### config.mk
export PLATFORM = sky130hd
export DESIGN_NAME = branch_resolve_bht
export DESIGN_NICKNAME = d
export VERILOG_FILES = /design/src/rtl/branch_resolve_bht.sv
export SDC_FILE = /design/constraint.sdc
export NUM_CORES = 1
export LEC_CHECK = 0
export ABC_AREA = 1
export BUFFER_PORTS_ARGS = -buffer_cell sky130_fd_sc_hd__buf_2
export CORE_MARGIN = 1.5
export CORE_UTILIZATION = 35
export CTS_BUF_LIST = sky130_fd_sc_hd__clkbuf_8
export CTS_CLUSTER_DIAMETER = 80
export DETAILED_ROUTE_END_ITERATION = 6
export GPL_TIMING_DRIVEN = 0
export PLACE_DENSITY = 0.67
export SLEW_MARGIN = 15
export SYNTH_ARGS = -nofsm -noshare
export SYNTH_HDL_FRONTEND = slang
export SYNTH_SLANG_ARGS = --single-unit
### constraint.sdc
create_clock -name clk -period 3.2 [get_ports clk]
set_input_delay 0.64 -clock clk [delete_from_list [all_inputs] [get_ports clk]]
set_output_delay 0.64 -clock clk [all_outputs]
set_load 0.02 [all_outputs]
### src/rtl/branch_resolve_bht.sv
// Branch resolve stage with a 2-bit bimodal history table.
// Resolves the branch condition, registers the redirect/mispredict result and trains the table.
module branch_resolve_bht #(
  parameter int DATA_W    = 32,
  parameter int BHT_DEPTH = 64,
  parameter int CNT_W     = 16,
  localparam int IDX_W    = $clog2(BHT_DEPTH)
) (
  input  logic              clk,
  input  logic              resetn,
  input  logic              stall,
  input  logic              flush,
  input  logic [31:0]       pred_pc,
  output logic              pred_taken,
  input  logic              res_valid,
  input  logic [31:0]       res_pc,
  input  logic [DATA_W-1:0] res_a,
  input  logic [DATA_W-1:0] res_b,
  input  logic [3:0]        res_cond,
  input  logic              res_pred,
  input  logic [31:0]       res_target,
  input  logic [31:0]       res_fall,
  output logic              out_valid,
  output logic              out_taken,
  output logic              out_mispredict,
  output logic [31:0]       out_redirect_pc,
  output logic [CNT_W-1:0]  mispredict_cnt
);

  typedef enum logic [3:0] {
    CondEq    = 4'b0000,
    CondNe    = 4'b0001,
    CondGez   = 4'b0010,
    CondGtz   = 4'b0011,
    CondLez   = 4'b0100,
    CondLtz   = 4'b0101,
    CondGezal = 4'b0110,
    CondLtzal = 4'b0111,
    CondAlways = 4'b1000
  } cond_e;

  logic [1:0]       bht_q [BHT_DEPTH];
  logic [IDX_W-1:0] pred_idx;
  logic [IDX_W-1:0] res_idx;

  logic             out_valid_q, out_valid_d;
  logic             out_taken_q, out_taken_d;
  logic             out_mispredict_q, out_mispredict_d;
  logic [31:0]      out_redirect_q, out_redirect_d;
  logic [CNT_W-1:0] mispredict_cnt_q, mispredict_cnt_d;

  logic             a_zero;
  logic             a_neg;
  logic             cond_taken;
  logic             is_branch;
  logic             is_conditional;
  logic             accepted;
  logic             mispredict;
  logic             tbl_we;
  logic [1:0]       ctr_cur;
  logic [1:0]       ctr_next;
  logic             unusedPcBits;

  assign pred_idx = pred_pc[IDX_W+1:2];
  assign res_idx  = res_pc[IDX_W+1:2];
  assign unusedPcBits = ^{pred_pc[31:IDX_W+2], pred_pc[1:0], res_pc[31:IDX_W+2], res_pc[1:0]};

  // Read-before-write: an update this cycle is seen by the next prediction only.
  assign pred_taken = bht_q[pred_idx][1];

  assign a_zero = (res_a == '0);
  assign a_neg  = res_a[DATA_W-1];

  always_comb begin
    cond_taken = 1'b0;
    case (res_cond)
      CondEq:     cond_taken = (res_a == res_b);
      CondNe:     cond_taken = (res_a != res_b);
      CondGez:    cond_taken = !a_neg;
      CondGtz:    cond_taken = !a_neg && !a_zero;
      CondLez:    cond_taken = a_neg || a_zero;
      CondLtz:    cond_taken = a_neg;
      CondGezal:  cond_taken = !a_neg;
      CondLtzal:  cond_taken = a_neg;
      CondAlways: cond_taken = 1'b1;
      default:    cond_taken = 1'b0;
    endcase
  end

  assign is_branch      = (res_cond <= CondAlways);
  assign is_conditional = !res_cond[3];
  assign accepted       = res_valid && !stall && !flush && is_branch;
  assign mispredict     = cond_taken != res_pred;
  assign tbl_we         = accepted && is_conditional;

  // Saturating 2-bit counter step toward the resolved direction.
  assign ctr_cur = bht_q[res_idx];
  always_comb begin
    ctr_next = ctr_cur;
    if (cond_taken) begin
      if (ctr_cur != 2'b11) ctr_next = ctr_cur + 2'b01;
    end else begin
      if (ctr_cur != 2'b00) ctr_next = ctr_cur - 2'b01;
    end
  end

  always_ff @(posedge clk or negedge resetn) begin
    if (!resetn) begin
      for (int i = 0; i < BHT_DEPTH; i++) bht_q[i] <= 2'b01;
    end else if (tbl_we) begin
      bht_q[res_idx] <= ctr_next;
    end
  end

  // Stall holds everything; otherwise valid/mispredict pulse and the payload holds when idle.
  always_comb begin
    out_valid_d      = out_valid_q;
    out_taken_d      = out_taken_q;
    out_mispredict_d = out_mispredict_q;
    out_redirect_d   = out_redirect_q;
    mispredict_cnt_d = mispredict_cnt_q;
    if (!stall) begin
      out_valid_d      = accepted;
      out_mispredict_d = accepted && mispredict;
      if (accepted) begin
        out_taken_d    = cond_taken;
        out_redirect_d = cond_taken ? res_target : res_fall;
        if (mispredict && (mispredict_cnt_q != {CNT_W{1'b1}}))
          mispredict_cnt_d = mispredict_cnt_q + 1'b1;
      end
    end
  end

  always_ff @(posedge clk or negedge resetn) begin
    if (!resetn) begin
      out_valid_q      <= 1'b0;
      out_taken_q      <= 1'b0;
      out_mispredict_q <= 1'b0;
      out_redirect_q   <= 32'h0;
      mispredict_cnt_q <= '0;
    end else begin
      out_valid_q      <= out_valid_d;
      out_taken_q      <= out_taken_d;
      out_mispredict_q <= out_mispredict_d;
      out_redirect_q   <= out_redirect_d;
      mispredict_cnt_q <= mispredict_cnt_d;
    end
  end

  assign out_valid       = out_valid_q;
  assign out_taken       = out_taken_q;
  assign out_mispredict  = out_mispredict_q;
  assign out_redirect_pc = out_redirect_q;
  assign mispredict_cnt  = mispredict_cnt_q;

endmodule

==> results of run 1 <==
## synthesized netlist by cell type
library cell / n
dfrtp_1: 115
nand2_4: 2
o22ai_1: 6
inv_2: 10
xor2_1: 9
nand3_2: 4
o21ai_0: 114
a22oi_1: 1
buf_1: 2
clkbuf_1: 27
nand2_2: 3
inv_1: 135
o31ai_1: 2
buf_6: 12
or3b_2: 1
nand3_1: 148
inv_4: 2
clkinv_1: 1
nor4_1: 1
a211oi_1: 3
buf_2: 24
ha_1: 1
o221ai_1: 3
buf_4: 11
nor2_4: 1
o21bai_1: 1
nand3_4: 3
nand4_1: 19
nand2_1: 593
a21oi_1: 49
dfstp_2: 64
o211ai_1: 4
nor3_1: 63
or2_0: 1
nor2_1: 133
xnor2_1: 28
o21ai_1: 20
## through the flow
| step | area (µm²) | instances | setup slack, ns | hold slack, ns |
|---|---|---|---|---|
| after floorplan | 11000 | 1616 | 0.702 | 0.344 |
| after global placement | 12500 | 2210 | -1.47 | 0.454 |
| after detailed placement | 12600 | 2211 | -0.0939 | 0.456 |
| after CTS | 13000 | 2243 | 0.00490 | 0.121 |
| after global routing | 13000 | 2243 | 0.0373 | 0.145 |
| final | 13000 | 2243 | 0.111 | 0.105 |
## final timing paths
path | startpoint | endpoint | cells after the start
worst max-delay path | pred_pc[3] | pred_taken | 10
worst min-delay path | resetn | bht_q[67]$_DFFE_PN0P_ | 1
worst max register to register | bht_q[64]$_DFFE_PN1P_ | bht_q[42]$_DFFE_PN1P_ | 12
worst min register to register | bht_q[0]$_DFFE_PN1P_ | bht_q[0]$_DFFE_PN1P_ | 2
max in group asynchronous | resetn | out_redirect_pc[22]$_DFFE_PN0P_ | 2
min in group clk | res_target[29] | out_redirect_pc[29]$_DFFE_PN0P_ | 3
## cell type report
class / instances / area, µm² / area share [%]
well taps: 396 / 495 / 3.82
repair buffers: 199 / 1030 / 7.92
clock inverters: 13 / 158 / 1.21
plain buffers: 76 / 454 / 3.50
inverters: 148 / 561 / 4.32
clock buffers: 19 / 262 / 2.01
flip-flops and latches: 179 / 4560 / 35.1
multi-input cells: 1213 / 5470 / 42.1
## critical path, stage by stage
cell	delay, ns
clkbuf_2	0.22
inv_1	0.28
clkbuf_2	0.33
o21ai_0	0.16
o221ai_1	0.19
o211ai_1	0.14
o211ai_1	0.12
o211ai_1	0.10
nand2_1	0.09
buf_2	0.17
## what timing repair did
| item | CTS | global route |
|---|---|---|
| cloned | 0 | 0 |
| setup endpoints to repair | 1 | 1 |
| hold buffers | 0 | 0 |
| setup buffers | 0 | 0 |
| gates resized for setup | 1 | 10 |
| pin swaps | 0 | 0 |
## sequential cells by signal, indices dropped and copies added, names as in the netlist
register         flops
out_redirect_pc     32
out_taken            1
mispredict_cnt      16
bht_q              128
out_mispredict       1
out_valid            1
## layer usage
layer | track usage [%] | part of all wire [%] | vias to the layer above
met5 | 0 | 0 | -
met4 | 11.0 | 3.9 | 0
met3 | 4.91 | 8.5 | 97
met2 | 41.6 | 47 | 644
met1 | 32.2 | 41 | 5580
li1 | - | - | 5599
## report_power, final
group	total [mW]	switching [mW]	internal, mW
clock network	1.71	0.900	0.813
logic	1.05	0.714	0.332
registers	2.49	0.0971	2.40
total	5.25	1.71	3.54
## cells by family (layout without fill, tap and decap cells)
logic type	count (synthesis)	in the layout
flip-flops	179	179
XOR/XNOR	37	37
AO/OA/AOI/OAI	203	203
adder cells (fa/ha/maj)	1	1
buffers and inverters	224	455
AND/OR/NAND/NOR	972	972
## layout by cell type, fill, tap and decap left out, drive strengths merged, types with 4 or more instances in the layout
master / instances
nand2: 598
dfstp: 64
nor3: 63
buf: 248
clkbuf: 46
o22ai: 6
inv: 150
nand4: 19
nand3: 155
nor2: 134
dfrtp: 115
a21oi: 49
o211ai: 4
o21ai: 134
clkinv: 6
xnor2: 28
xor2: 9
==> run summary, run 1 <==
Outcome - finished, final reports clean
Area of the core - 30800 µm²
Starting Density - 35.8%
Gr usage total - 25.2%
Die Area - 32600 µm²
Setup crit end kind - output pin
Worst slew pin tran - 0.807 ns
# IOs - 254
P_leak - 6.30 nW
Worst-path clk slew - 0.11 ns
Area growth syn-to-layout - 17.7%
TritonCTS clock tree - built
Initial antenna violation count - 0
CP startpoint kind - primary input
Initial DRC count - 1187
DRC - 0
DP HPWL - 29300 µm
# clock sinks - 179
Worst vdd ir - 294 µV
Avg WL per Cell - 18.2 µm
Htree depth - 4
Fmax - 324 MHz
Skew-Pair Late Insertion Delay - 0.50 ns
Gp weighted congestion - 0.966
Syn Nets - 1819
Yosys top cell area share - 26.1%
First-pass GRT wire length - 63500 µm
Worst Clk Skew - 0.0207 ns
RSZ-0062 raised after global routing - no
Synth Area in Compound Gates - 9.63%
Max-cap viol count - 0
Clk root buf - clkbuf_8
Final core occ - 42.1%
Hold Vio Cnt, Final - 0
Mux cell area share after synthesis - 0%
Via density - 5.31
Final Setup Violations - 0
Fill count - 3210
Slew Limit Fails - 0
Post-synthesis xor/xnor area fraction - 2.94%
Worst Path Max Fanout - 10
Die width - 181 µm
Post-route ant nets - 0
Distinct cell type count of the synthesized netlist - 37
Row cnt - 64
Number of global-route vias before repair - 11.4k
Diodes inserted - 0
GRT overflow - 0
Post-synthesis sequential area ratio - 41.3%
Syn_area_per_cell - 6.83 µm²
Vias - 11.9k
Layout cells sized above 1 - 20.1%
Crit path DAT - 2.45 ns
Largest net degree at the start of global routing - 101
Post-synth top area cell - dfrtp_1
Setup slack, reg-to-reg - 0.83 ns
Post-synthesis simple-gate area fraction - 36.9%
Cell Pwr Density - 405 nW/µm²
Power Total - 5.25 mW
Final setup TNS - 0 ns
Adder-cell share of the synthesized area - 0.113%
Nets - 2037
Routed WL - 40700 µm
Warnings from Yosys - 0
TritonRoute pass-1 iters - 6
Yosys reg bits - 179
Die H - 181 µm
PortBufs - 198
Synthesized instance count - 1616
Post-synthesis cell area - 11000 µm²
Largest cells by area after synthesis - dfrtp_1, nand2_1, dfstp_2
Period utilisation layout - 96.5%
TritonCTS buffer count - 17
Worst min path class - in2async
CTS Buffer Depth - 2
Largest family of logic cells by synthesized area - simple AND/OR/NAND/NOR gates
Fin crit period - 3.09 ns
Kind of critical path - in2out
Max_slew headroom - 46.2%
Worst path required time - 2.56 ns
No activity file was read; power rests on OpenSTA's default activity.
==> inputs of run 2 (changes only) <==
- CELL_PAD_IN_SITES_DETAIL_PLACEMENT: not set -> 0
- CELL_PAD_IN_SITES_GLOBAL_PLACEMENT: not set -> 1
- CORE_UTILIZATION: 35 -> 43
- PLACE_DENSITY: 0.67 -> 0.95
==> run summary, run 2 (same netlist as run 1, synthesis figures left out) <==
Outcome - finished, final reports clean
Final setup TNS - 0 ns (unchanged)
Hold Vio Cnt, Final - 0 (unchanged)
P_leak - 6.29 nW (-0.21%)
Worst hold margin - 0.196 ns (+0.0914 ns)
Fmax - 322 MHz (-0.50%)
Gr usage total - 30.4% (+5.2 points)
Vias - 11.8k (-1.2%)
Setup crit end kind - output pin
# IOs - 254 (unchanged)
Placed cell count - 2145 (-3.0%)
Worst path max stage delay - 0.30 ns (-0.03 ns)
Slew Limit Fails - 0 (unchanged)
Number of global-route vias before repair - 11.3k (-1.7%)
Routed WL - 39700 µm (-2.6%)
Area of the core - 25200 µm² (-18%)
Initial antenna violation count - 3 (+3)
Commonest non-fill, non-tap cells in the layout - nand2_1, buf_2, nand3_1
Via density - 5.40 (+1.7%)
CP delay by family, top - buffers and inverters
Post-route ant nets - 0 (unchanged)
Max_slew headroom - 46.7% (+0.52 points)
Starting Density - 43.8% (+8.0 points)
CTS Buffer Depth - 2 (unchanged)
Nets - 2037 (unchanged)
TritonCTS buffer count - 17 (unchanged)
Final Setup Violations - 0 (unchanged)
Die H - 163 µm (-9.6%)
Area after DPL - 12500 µm² (-0.66%)
Worst-path clk slew - 0.10 ns (about the same)
Finished Cell Area - 12900 µm² (-0.82%)
Die width - 163 µm (-9.6%)
TritonCTS clock tree - built
DP HPWL - 28400 µm (-3.2%)
Htree depth - 4 (unchanged)
Worst path required time - 2.56 ns (about the same)
Layout cells sized above 1 - 20.2% (+0.054 points)
Critical Path, Cell by Cell - clkbuf_2, inv_1, clkbuf_2, o21ai_0, o22ai_1, o21ai_0, o221ai_1, nand3_1, nand2_1, buf_2
Row cnt - 58 (-9.4%)
Worst min path class - in2async
Crit path DAT - 2.46 ns (about the same)
Gp weighted congestion - 0.982 (+1.6%)
Clk root buf - clkbuf_8
Die Area - 26600 µm² (-18%)
Most common cell after layout, fill and taps aside - nand2_1
Worst-path cell with the longest stage delay - clkbuf_2
Kind of critical path - in2out
Worst Clk Skew - 0.0163 ns (-0.00434 ns)
Avg WL per Cell - 18.2 µm (+0.18%)
CP startpoint kind - primary input
Cell Pwr Density - 400 nW/µm² (-1.2%)
Skew-Pair Late Insertion Delay - 0.49 ns (about the same)
Worst vdd ir - 330 µV (+12%)
TritonRoute pass-1 iters - 5 (-1)
First-pass GRT wire length - 61700 µm (-2.9%)
Initial DRC count - 993 (-16%)
DRC - 0 (unchanged)
# clock sinks - 179 (unchanged)
Max-cap viol count - 0 (unchanged)
PortBufs - 198 (unchanged)
Max reg flops - 128 (unchanged)
Area growth syn-to-layout - 16.7%
R2R depth - 12 (unchanged)
Worst path depth - 10 (unchanged)
GRT overflow - 0 (unchanged)
Final cell count without fillers - 2180 (-2.8%)
Fin crit period - 3.10 ns (+0.0156 ns)
Worst slew pin tran - 0.799 ns (-0.00788 ns)
WP buf/inv - 4 (unchanged)
Worst Path Max Fanout - 10 (unchanged)
Largest net degree at the start of global routing - 102 (+0.99%)
Biggest register - bht_q
RSZ-0062 raised after global routing - no
Final core occ - 51.1% (+9.0 points)
Period utilisation layout - 97.0% (+0.49 points)
[run 2: repair_timing]
action / 4_1_cts / 5_1_grt
hold buffers: 0 / 0
setup buffers: 0 / 0
cloned: 0 / 0
endpoints found under the setup margin: 1 / 1
gates resized for setup: 2 / 8
[run 2: routing by layer]
metal | vias to the layer above | track usage, % | part of all wire (%)
li1 | 5600 | - | -
met5 | - | 0 | 0
met4 | 0 | 13.0 | 3.9
met3 | 92 | 6.40 | 9.2
met2 | 601 | 48.9 | 46
met1 | 5488 | 39.5 | 41
[run 2: power by group]
part	total [mW]	switching [mW]	internal, mW	leakage [nW]
sequential	2.49	0.0900	2.40	2.22
clock	1.62	0.960	0.662	0.198
combinational	1.04	0.707	0.331	3.88
total	5.15	1.76	3.39	6.29
[run 2: worst paths after layout]
check / start / to / slack, ns
max: pred_pc[3] / pred_taken / 0.1
min: resetn / bht_q[37]$_DFFE_PN0P_ / 0.20
max reg2reg: bht_q[64]$_DFFE_PN1P_ / bht_q[76]$_DFFE_PN1P_ / 0.70
min reg2reg: bht_q[104]$_DFFE_PN1P_ / bht_q[104]$_DFFE_PN1P_ / 0.47
max in group asynchronous: resetn / bht_q[50]$_DFFE_PN1P_ / 2.10
min in group clk: res_target[31] / out_redirect_pc[31]$_DFFE_PN0P_ / 0.42
[run 2: final cells by class]
type,instances,area [µm²]
fill,2587,12300
antenna,3,7.51
multi-input combinational,1213,5470
tap,330,413
clock inverter,14,140
inverter,148,561
clock buffer,18,248
buffer,76,454
timing repair buffer,199,1030
sequential,179,4560
[run 2: worst reg2reg max path, cell delays in order, from the launching register on]
cell,delay (ns)
dfstp_2,0.54
nand2_1,0.05
a21oi_1,0.32
o21ai_1,0.09
nand2_1,0.14
nand2_1,0.06
nand2_1,0.08
inv_2,0.05
nand3_1,0.13
nand2_1,0.41
buf_2,0.38
nand3_1,0.12
nand2_1,0.06
[run 2: through the flow]
| step | total power [mW] | worst slack [ns] |
|---|---|---|
| final | 5.15 | 0.0950 |
| after CTS | 5.15 | 0.0249 |
| after global routing | 5.34 | 0.0480 |
| after floorplan | 3.06 | 0.702 |
| after global placement | 3.53 | -1.43 |
| after detailed placement | 3.55 | -0.0817 |
